==> src/rtl/game_mode_sequencer.sv <==
// game_mode_sequencer: frame-synchronous title/play/pause/win/lose screen sequencer
module game_mode_sequencer #(
  parameter int MAX_LEVEL        = 9,
  parameter int BLINK_FRAMES     = 30,
  parameter int WIN_HOLD_FRAMES  = 120,
  parameter int LOSE_HOLD_FRAMES = 180
) (
  input  logic       clk,
  input  logic       resetN,
  input  logic       startOfFrame,
  input  logic       startKey,
  input  logic       pauseKey,
  input  logic       playerDead,
  input  logic       aliensCleared,
  output logic       isGameMode,
  output logic       splashShow,
  output logic [1:0] splashSel,
  output logic       splashBlink,
  output logic       gameRunning,
  output logic [3:0] level,
  output logic       newGame,
  output logic       newLevel
);
  localparam int HOLD_MAX = (WIN_HOLD_FRAMES > LOSE_HOLD_FRAMES) ? WIN_HOLD_FRAMES : LOSE_HOLD_FRAMES;
  localparam int HW = $clog2(HOLD_MAX + 1);
  localparam int BW = $clog2(BLINK_FRAMES + 1);
  typedef enum logic [2:0] {TITLE, PLAY, PAUSE, WIN, LOSE} state_t;
  state_t state, state_nxt;
  logic start_prev, pause_prev;
  logic pend_start, pend_pause, pend_dead, pend_clr;
  logic [3:0] level_nxt;
  logic [HW-1:0] hold_cnt, hold_nxt, hold_lim;
  logic hold_done;
  logic [BW-1:0] blink_cnt, blink_cnt_nxt;
  logic blink_nxt, blink_wrap, stay_title;
  logic new_game_nxt, new_level_nxt;
  always_ff @(posedge clk or negedge resetN)
    if (!resetN) begin
      state <= TITLE;
      level <= '0;
      hold_cnt <= '0;
      blink_cnt <= '0;
      splashBlink <= 1'b0;
      newGame <= 1'b0;
      newLevel <= 1'b0;
      start_prev <= 1'b0;
      pause_prev <= 1'b0;
      pend_start <= 1'b0;
      pend_pause <= 1'b0;
      pend_dead <= 1'b0;
      pend_clr <= 1'b0;
    end else begin
      state <= state_nxt;
      level <= level_nxt;
      hold_cnt <= hold_nxt;
      blink_cnt <= blink_cnt_nxt;
      splashBlink <= blink_nxt;
      newGame <= new_game_nxt;
      newLevel <= new_level_nxt;
      start_prev <= startKey;
      pause_prev <= pauseKey;
      pend_start <= (startKey & ~start_prev) | (pend_start & ~startOfFrame);
      pend_pause <= (pauseKey & ~pause_prev) | (pend_pause & ~startOfFrame);
      pend_dead <= playerDead | (pend_dead & ~startOfFrame);
      pend_clr <= aliensCleared | (pend_clr & ~startOfFrame);
    end
  always_comb begin
    state_nxt = state;
    level_nxt = level;
    new_game_nxt = 1'b0;
    new_level_nxt = 1'b0;
    hold_lim = (state == WIN) ? HW'(WIN_HOLD_FRAMES) : HW'(LOSE_HOLD_FRAMES);
    hold_done = hold_cnt == hold_lim;
    hold_nxt = hold_cnt;
    if (startOfFrame)
      case (state)
        TITLE: if (pend_start) begin
          state_nxt = PLAY;
          level_nxt = 4'd1;
          new_game_nxt = 1'b1;
        end
        PLAY: if (pend_dead) state_nxt = LOSE;
          else if (pend_clr) begin
            if (level < 4'(MAX_LEVEL)) begin
              level_nxt = level + 4'd1;
              new_level_nxt = 1'b1;
            end else state_nxt = WIN;
          end else if (pend_pause) state_nxt = PAUSE;
        PAUSE: if (pend_pause | pend_start) state_nxt = PLAY;
        WIN, LOSE: if (pend_start && hold_done) begin
          state_nxt = TITLE;
          level_nxt = '0;
        end else hold_nxt = hold_done ? hold_cnt : hold_cnt + 1'b1;
        default: state_nxt = TITLE;
      endcase
    if (state_nxt != state) hold_nxt = '0;
    stay_title = (state == TITLE) && (state_nxt == TITLE);
    blink_wrap = blink_cnt == BW'(BLINK_FRAMES - 1);
    blink_cnt_nxt = !stay_title ? '0 : !startOfFrame ? blink_cnt : blink_wrap ? '0 : blink_cnt + 1'b1;
    blink_nxt = stay_title && (splashBlink ^ (startOfFrame && blink_wrap));
  end
  always_comb begin
    splashShow = state != PLAY;
    splashSel = (state == PAUSE) ? 2'd1 : (state == WIN) ? 2'd2 : (state == LOSE) ? 2'd3 : 2'd0;
    isGameMode = (state == PLAY) || (state == PAUSE);
    gameRunning = state == PLAY;
  end
endmodule

==> config.mk <==
export PLATFORM = sky130hd
export DESIGN_NAME = game_mode_sequencer
export DESIGN_NICKNAME = d
export VERILOG_FILES = /design/src/rtl/game_mode_sequencer.sv
export SDC_FILE = /design/constraint.sdc
export NUM_CORES = 1
export LEC_CHECK = 0
export ABC_AREA = 0
export CAP_MARGIN = 30
export CORE_MARGIN = 3
export CORE_UTILIZATION = 60
export DETAILED_ROUTE_END_ITERATION = 8
export PLACE_DENSITY = 0.84
export SETUP_SLACK_MARGIN = 0.5
export SYNTH_ARGS = -nofsm -noshare
export SYNTH_HDL_FRONTEND = slang
export SYNTH_SLANG_ARGS = --single-unit
export TNS_END_PERCENT = 1
==> constraint.sdc <==
create_clock -name clk -period 3.65 [get_ports clk]
set_input_delay 1.095 -clock clk [delete_from_list [all_inputs] [get_ports clk]]
set_output_delay 1.095 -clock clk [all_outputs]
set_load 0.005 [all_outputs]
==> impl_metrics.tcl, run 1 <==
set metrics [dict create \
    status "completed" \
    cts_buffers 5 \
    multi_input_area_um2 923.4 \
    htree_levels 2 \
    grt_pass1_wl_um 6210 \
    gr-usage-met3 0.05400 \
    antennaDiodeCount 0 \
    placed_area_um2 1938 \
    hp-start "start_prev$_DFF_PN0_" \
    antenna_found_initial 0 \
    relSlewSlack 0.5553 \
    grt-ovfl-total 0 \
    row_count 18 \
    p_int_uw 527.0 \
    drc 0 \
    grt_max_degree 30 \
    rsz0062_at_grt "no" \
    stdcell_count 238 \
    min_path_cells 1 \
    ys.flop_type "dfrtp_1" \
    grt_pass1_vias 1445 \
    postCtsHoldBufs 0 \
    seqPwrFrac 0.541 \
    met1_usage 0.2843 \
    layout-drive-gt1-share 0.1394 \
    syn_to_final_growth_pct 15.26 \
    ff2ff_setup_slack_ns 1.58 \
    clock_sinks 29 \
    die-area_um2 3595 \
    yosysTopAreaCell "dfrtp_1" \
    finClkSkew_ns 0.009886 \
    start_kind "register" \
    initialDrtViolationCount 90 \
    synth_nets 198 \
    die_h_um 59.96 \
    syn_inst 185 \
    holdWs_ns 0.4330 \
    reg2reg_from "hold_cnt[0]$_DFFE_PN0P_" \
    core-area_um2 2613 \
    reg2regPathDepth 7 \
    cts_max_path_buffers 2 \
    tightest_slew_ns 0.6659 \
    vias 1448 \
    dp.cells 227 \
    io_pins 19 \
    avgSynthCellArea_um2 9.441 \
    cp.arrival_ns 1.92 \
    power_leakage_nw 0.8741 \
    grt_busiest_layer "met2" \
    synth_warnings 0 \
    synthArstFlopShare 1.000 \
    reg2reg_to "hold_cnt[6]$_DFFE_PN0P_" \
    switching_share 0.3293 \
    synth-edff-count 0 \
    fmaxAchievable_ghz 0.3314 \
    n_fill_cell 195 \
    clkSlewWorstSetupHoldPaths_ns 0.10 \
    peakVddDrop_uv 435.5 \
    startpoint "state[2]$_DFF_PN0_" \
    gr-usage-met2 0.3688 \
    pwr-share-comb 0.225 \
    fin_crit_ns 3.017 \
    io_buffers 18 \
    finalMaxSlewViolations 0 \
    nNetsFinal 220 \
    maxCapViolations 0 \
    stdcell_area_um2 2013 \
    min_period_over_period 0.8267 \
    hpwl_um 2610 \
    start_util 0.6686 \
    wirelength_um 3577 \
    clock_latency_ns 0.33 \
    gr-usage-all-layers 0.2304 \
    tns_ns 0 \
    p_total_uw 785.8 \
    finalHoldViolations 0 \
    synth_top_area_frac 0.4155 \
    critical_path_required_ns 2.55 \
    place_congestion 0.9438 \
    first_pass_iters 4 \
    root_buffer "clkbuf_4" \
    worst_hold_path_type "register to register" \
    finalSetupViolations 0 \
    cp_max_fo 6 \
    synth_cell_types 57 \
    crit_type "register to output pin" \
    synth.area.top_cells "dfrtp_1, ha_1, nor2_1, a21oi_1, xnor2_1" \
    clkPwrFrac 0.235 \
    synthesis.area_um2 1747 \
    wl_per_cell_um 15.03 \
    die_w_um 59.96 \
    switchingPower_uw 258.8 \
    whs_endpoint "pend_start$_DFF_PN0_" \
    vias_per_cell 6.084 \
    regArea_um2 726.9 \
    cts_tree "yes" \
    synth_seq_cells 29 \
    ant_nets 0 \
    yosysSeqAreaShare 0.4155 \
    powerDensity_nw_per_um2 390.3 \
    worst_setup_path_end_kind "output pin" \
]
cell type report:
type,count,share of cell area
clock buffer,6,0.02051
inverter,13,0.02424
tap,30,0.01865
multi-input combinational,134,0.4587
clock inverter,2,0.004972
timing repair buffer,24,0.1119
sequential,29,0.3611
synth_stat cells, drive strengths merged (2+ instances only):
cell type and n:
nand2 14, nor2 20, or2b 2, and4 2
mux2i 2, and4bb 2, a31oi 2, nand3b 2
nand2b 2, dfrtp 29, and3 3, o21ai 9
xnor2 7, ha 6, o22ai 2, nor3 7
buf 6, o22a 2, mux2 2, a21o 4
a211oi 3, inv 13, nand3 4, a21oi 15
nor4 3, clkbuf 3
sequential cells by signal, summed over array words and instances (netlist names):
register and count:
pend_dead 1, pend_pause 1, pause_prev 1, pend_start 1, state 3, start_prev 1
newGame 1, splashBlink 1, newLevel 1, hold_cnt 8, blink_cnt 5, level 4
pend_clr 1
timing repair:
action	CTS	global route
setup buffers	0	3
setup endpoints to repair	0	2
resized for setup	0	1
cells by family (layout without fill, tap and decap cells):
kind of cell / Yosys count / count (layout) / share of synthesized area
mux: 4 / 4 / 0.02650
fa+ha+maj: 6 / 6 / 0.04298
xor+xnor: 8 / 8 / 0.04012
compound gates: 48 / 48 / 0.1991
simple gates: 68 / 68 / 0.2199
flops: 29 / 29 / 0.4155
buf+inv: 22 / 45 / 0.05587
critical path: stages (launching register included):
cell and delay (ns):
dfrtp_2 0.45, and2b_1 0.29, nand2_1 0.15, inv_1 0.16
clkdlybuf4s50_1 0.53
layout by cell type, fill, tap and decap left out, drive strengths merged, types with 3 or more instances in the layout:
cell,count
nor4,3
clkdlybuf4s50,18
buf,6
inv,13
a21o,4
xnor2,7
o21ai,9
a211oi,3
nor3,7
nand3,4
ha,6
clkbuf,6
nand2,14
dfrtp,29
a21oi,15
and3,3
nor2,20
layer usage:
metal	up-vias	wire, um
li1	697	-
met1	688	1514
met2	50	1784
met3	13	189
met4	0	89
met5	-	0
power groups by stage:
stage | Combinational, mW | Sequential (mW) | Clock [mW]
after floorplan | 0.130 | 0.411 | 0
after global placement | 0.168 | 0.425 | 0
after detailed placement | 0.178 | 0.430 | 0
after CTS | 0.179 | 0.423 | 0.186
after global routing | 0.200 | 0.434 | 0.204
final | 0.177 | 0.425 | 0.184
how the worst max path moves through the flow:
stage | end | slack, ns
after detailed placement | hold_cnt[5]$_DFFE_PN0P_ | 0.82
final | gameRunning | 0.63
after global placement | hold_cnt[6]$_DFFE_PN0P_ | 0.86
after global routing | gameRunning | 0.53
after floorplan | hold_cnt[0]$_DFFE_PN0P_ | 1.42
after CTS | gameRunning | 0.53
stage by stage:
stage | util | worst slack, ns
3_5_place_dp | 0.7419 | 0.8199
4_1_cts | 0.7615 | 0.5286
6_report | 0.7706 | 0.6326
2_1_floorplan | - | 1.415
3_3_place_gp | 0.7419 | 0.8645
5_1_grt | 0.7706 | 0.5339
Note: power is estimated with default switching activity, not from simulation.
==> run 2, diff against run 1 <==
Settings changed: CORE_UTILIZATION 60 to 50, PLACE_DENSITY 0.84 to 0.75.
Clock period 3.65 ns to 2.5 ns, I/O delays scaled along.
==> run 2 against run 1 <==
Net effect:
- register-to-register slack lost 1.2 ns
- combinational power grew 50%
- critical path type unchanged
- critical endpoint is now splashSel[1]
- clock skew grew 0.0026 ns
==> impl_metrics.tcl, run 2 (synthesized netlist as in run 1, its figures left out) <==
set metrics [dict create \
    final_cell_mix "dfrtp_1, buf_4, nor2_1" \
    stdcell_area_um2 2248 \
    cp_slowest_stage_delay_ns 0.44 \
    cts_tree "yes" \
    initialDrtViolationCount 85 \
    finalSetupViolations 0 \
    core-area_um2 3203 \
    finalHoldViolations 0 \
    gr-usage-all-layers 0.2183 \
    stdcell_count 275 \
    top_regs "hold_cnt (8), blink_cnt (5), level (4)" \
    vias_per_cell 5.735 \
    syn_to_final_growth_pct 28.73 \
    hpwl_um 2797 \
    place_congestion 0.8282 \
    wl_per_cell_um 15.03 \
    ant_nets 0 \
    grt-ovfl-total 0 \
    crit_path_cell_trace "buf_6 > or3b_4 > nand2_2 > buf_2" \
    layout-drive-gt1-share 0.2597 \
    tightest_slew_ns 0.3832 \
    clock_latency_ns 0.32 \
    row_count 20 \
    root_buffer "clkbuf_4" \
    antenna_found_initial 0 \
    grt_max_degree 30 \
    fin_crit_ns 2.227 \
    fmaxAchievable_ghz 0.4490 \
    crit_family "simple AND/OR/NAND/NOR gates" \
    worst-path-buf-inv 2 \
    clkSlewWorstSetupHoldPaths_ns 0.09 \
    relSlewSlack 0.7418 \
    io_buffers 18 \
    start_util 0.5453 \
    nNetsFinal 243 \
    die_w_um 65.11 \
    grt_pass1_wl_um 7203 \
    power_leakage_nw 0.9969 \
    io_pins 19 \
    drc 0 \
    placed_area_um2 2008 \
    start_kind "register" \
    cp.arrival_ns 1.48 \
    critical_path_required_ns 1.75 \
    tns_ns 0 \
    grt_pass1_vias 1582 \
    powerDensity_nw_per_um2 571.9 \
    n_fill_cell 249 \
    status "completed" \
    clock_sinks 29 \
    finClkSkew_ns 0.01252 \
    crit_type "register to output pin" \
    cts_max_path_buffers 2 \
    top_register "hold_cnt" \
    die-area_um2 4239 \
    first_pass_iters 4 \
    finalMaxSlewViolations 0 \
    reg2regPathDepth 8 \
    dp.cells 248 \
    min_path_cells 1 \
    rsz0062_at_grt "yes" \
    cp_max_fo 3 \
    cts_buffers 5 \
    peakVddDrop_uv 532.0 \
    htree_levels 2 \
    maxCapViolations 0 \
    wirelength_um 4134 \
    path_depth 4 \
    min_period_over_period 0.8908 \
    largest_register_ffs 8 \
    worst_hold_path_type "register to register" \
    antennaDiodeCount 0 \
    die_h_um 65.11 \
    worst_setup_path_end_kind "output pin" \
    cp_slowest_cell "dfrtp_2" \
    vias 1577 \
]
## run 2: cell count changes in the layout (fill, tap and decap cells not counted), sizes merged
cell           delta
buf              +25
bufinv            +1
clkbuf            +1
clkdlybuf4s15     +2
clkdlybuf4s50     -5
clkinv            -2
dlygate4sd2       +1
## run 2: final cells by class
cell class                      instances  area (um^2)  area share
Multi-Input combinational cell        134        934.6      0.4157
Clock buffer                            7        55.05     0.02449
Timing Repair Buffer                   47        394.1      0.1753
Sequential cell                        29        728.2      0.3239
Clock inverter                          1        30.03     0.01336
Tap cell                               44        55.05     0.02449
Inverter                               13        51.30     0.02282
## run 2: worst reg2reg max path, cell delays in order, from the launching register on
cell and delay [ns]:
dfrtp_2 0.44, buf_6 0.13, buf_4 0.17, nand3b_1 0.13, buf_4 0.15, mux2_2 0.42
a211oi_1 0.29, a31oi_1 0.07, o22ai_1 0.21
## run 2: worst paths after layout
kind | startpoint | to | slack, ns
hold / removal | start_prev$_DFF_PN0_ | pend_start$_DFF_PN0_ | 0.42
hold reg to reg | start_prev$_DFF_PN0_ | pend_start$_DFF_PN0_ | 0.42
max in group asynchronous | resetN | state[0]$_DFF_PN0_ | 1.40
min in group asynchronous | resetN | newLevel$_DFF_PN0_ | 0.81
setup reg to reg | state[0]$_DFF_PN0_ | state[2]$_DFF_PN0_ | 0.40
setup / recovery | state[0]$_DFF_PN0_ | splashSel[1] | 0.27
## run 2: per-layer routing
metal,part of all wire,vias up,routed length [um],GRT usage
li1,-,747,-,-
met1,0.44,784,1801,0.2666
met2,0.51,38,2107,0.3857
met3,0.036,8,148,0.03419
met4,0.019,0,77,0.08549
met5,0,-,0,0
## run 2: stage by stage
stage / hold WS (ns) / utilization / setup WS (ns) / power (mW)
finish: 0.4203 / 0.7020 / 0.2729 / 1.286
global route: 0.4550 / 0.7020 / 0.2291 / 1.362
CTS: 0.4215 / 0.7008 / 0.2883 / 1.294
detailed placement: 0.4100 / 0.6270 / 0.08463 / 0.8898
global placement: 0.4057 / 0.6270 / 0.1235 / 0.8714
floorplan: 0.3988 / - / 0.6102 / 0.7909
## run 2: repair_timing
action	in CTS	in global routing
setup endpoints to repair	17	22
hold buffers	0	0
pin swaps	3	0
gates resized for setup	22	2
setup buffers	19	0
## run 2: report_power, final
| group | switching (mW) | total, mW | internal (mW) |
|---|---|---|---|
| Clock | 0.164 | 0.403 | 0.239 |
| Sequential | 0.0861 | 0.617 | 0.531 |
| Combinational | 0.131 | 0.266 | 0.135 |
==> run 3, diff against run 2 <==
Settings changed: SKIP_LAST_GASP from default to 1.
==> results of run 3 <==
Final layout, timing and power as in run 2 (identical DEF).
==> variant (config.mk and constraints of run 2) <==
Re-encode `state_t` (5 states) as one-hot, 5 bits wide.
--- a/src/rtl/game_mode_sequencer.sv
+++ b/src/rtl/game_mode_sequencer.sv
@@ -25,5 +25,5 @@
   localparam int HW = $clog2(HOLD_MAX + 1);
   localparam int BW = $clog2(BLINK_FRAMES + 1);
-  typedef enum logic [2:0] {TITLE, PLAY, PAUSE, WIN, LOSE} state_t;
+  typedef enum logic [4:0] {TITLE = 5'b00001, PLAY = 5'b00010, PAUSE = 5'b00100, WIN = 5'b01000, LOSE = 5'b10000} state_t;
   state_t state, state_nxt;
   logic start_prev, pause_prev;
Function: same outputs for any inputs over 10 cycles, from zero or initial values and one cycle with resetN low; not proved beyond that.
==> variant against run 2 <==
- the run now ends with setup timing left
- core utilization shrank 2.0 points
- sequential cell count rose by 2
- worst setup slack worse by 280 ps
- routed wire length up 23%
- sequential share of layout area increased by 0.21 points
- synthesized area up 9.2%
- via count grew 14%
- design area rose by 6.0%
Power is not compared: it rests on default switching activity, and its combinational part moved more than twofold at a synthesized area within 25%.
==> variant: results (changes against run 2) <==
status finished, violations left (was complete, no violations); failing checks setup timing; Yosys top cell area share 39.37% (was 41.55%); Total GRT Usage 25.63% (was 21.83%); DR WL/cell 17.76 um (was 15.03 um); Clk Latency, worst-skew pair 290 ps (was 320 ps); Routed WL 5.079 mm (was 4.134 mm); layout cells sized above 1 19.58% (was 25.97%); worst setup margin -10.70 ps (was 272.9 ps); first-pass GRT wire length 8.769 mm (was 7.203 mm); initial DRC count 183 (was 85); Clock Skew 10.53 ps (was 12.52 ps); root buf cell clkbuf_8 (was clkbuf_4); Worst R2R Start state[2] (was state[0]); hold path endpoint pend_start (unchanged); CP Data Arrival Time 1760 ps (was 1480 ps); largest net degree at the start of global routing 32 (was 30); number of setup violations in the final report 2 (was 0); via count 1,798 (was 1,577); Yosys cell types 52 (was 57); GPL Wtd Cong 0.8662 (was 0.8282); top cells by area, synth dfrtp_1, nor3_1, ha_1, xnor2_1, nor2_1 (was dfrtp_1, ha_1, nor2_1, a21oi_1, xnor2_1); Syn Inst Count 205 (was 185); HPWL after DPL 3.441 mm (was 2.797 mm); # nets final 252 (was 243); RR Endpoint level[2] (was state[2]); setup_tns -20.05 ps (was 0 ps); sequential fraction of the synthesis area 40.75% (was 41.55%); Placed Cells 275 (was 248); pre-CTS worst setup slack -55.79 ps (was 84.63 ps); WHS 434.0 ps (was 420.3 ps); largest registers hold_cnt (8), blink_cnt (5), state (5) (was hold_cnt (8), blink_cnt (5), level (4)); top cells by count, synth dfrtp_1, nor2_1, nor3_1, inv_1, a21oi_1 (was dfrtp_1, nor2_1, a21oi_1, nand2_1, inv_1); Least-Margin Pin Slew 515.9 ps (was 383.2 ps)
[variant: how the worst max path moves through the flow]
stage | from | end | slack [ps] | cells past startpoint
4_1_cts | state[3] | isGameMode | 8 | 5
6_report | state[2] | isGameMode | -10 | 5
3_3_place_gp | state[2] | isGameMode | -50 | 4
2_1_floorplan | state[3] | level[2] | 280 | 7
5_1_grt | state[2] | isGameMode | -60 | 5
3_5_place_dp | state[2] | isGameMode | -60 | 4
[variant: logic make-up after synthesis]
family,after synthesis,share of synthesized area (%)
multiplexers,2,1.050
buffers and inverters,23,5.315
AND/OR/NAND/NOR,88,26.84
adder cells (fa/ha/maj),6,3.937
XOR/XNOR,11,5.053
AO/OA/AOI/OAI,44,17.06
flip-flops,31,40.75
[variant: final cells by class]
type,count,area [um^2]
fill,279,1111
multi-input combinational,151,1079
sequential,31,777.0
timing repair buffer,37,330.3
clock buffer,7,86.33
tap,46,57.56
inverter,13,48.80
clock inverter,1,5.005
[variant: what timing repair did]
item	in CTS	in global routing
gates resized for setup	18	12
setup endpoints to repair	21	30
pin swaps	4	6
buffers inserted	3	0
cloned	0	0
[variant: critical path: stages, from the launching register on]
cell and delay, ps:
dfrtp_1 380, or4b_4 540, or2_4 280, buf_6 130, nand2_4 50, buf_6 90
[variant: metal layers]
metal	up-vias	share of wire, %	track usage (%)
met2	74	49	43.50
met1	880	41	31.48
met5	-	0	0
met4	0	2.6	10.38
li1	831	-	-
met3	13	7.0	5.324
[variant: power groups by stage]
stage,Sequential (mW),Clock (mW),Combinational [mW]
6_report,0.643,0.410,0.676
5_1_grt,0.654,0.445,0.738
4_1_cts,0.641,0.418,0.662
3_5_place_dp,0.646,0,0.628
3_3_place_gp,0.640,0,0.599
2_1_floorplan,0.616,0,0.401
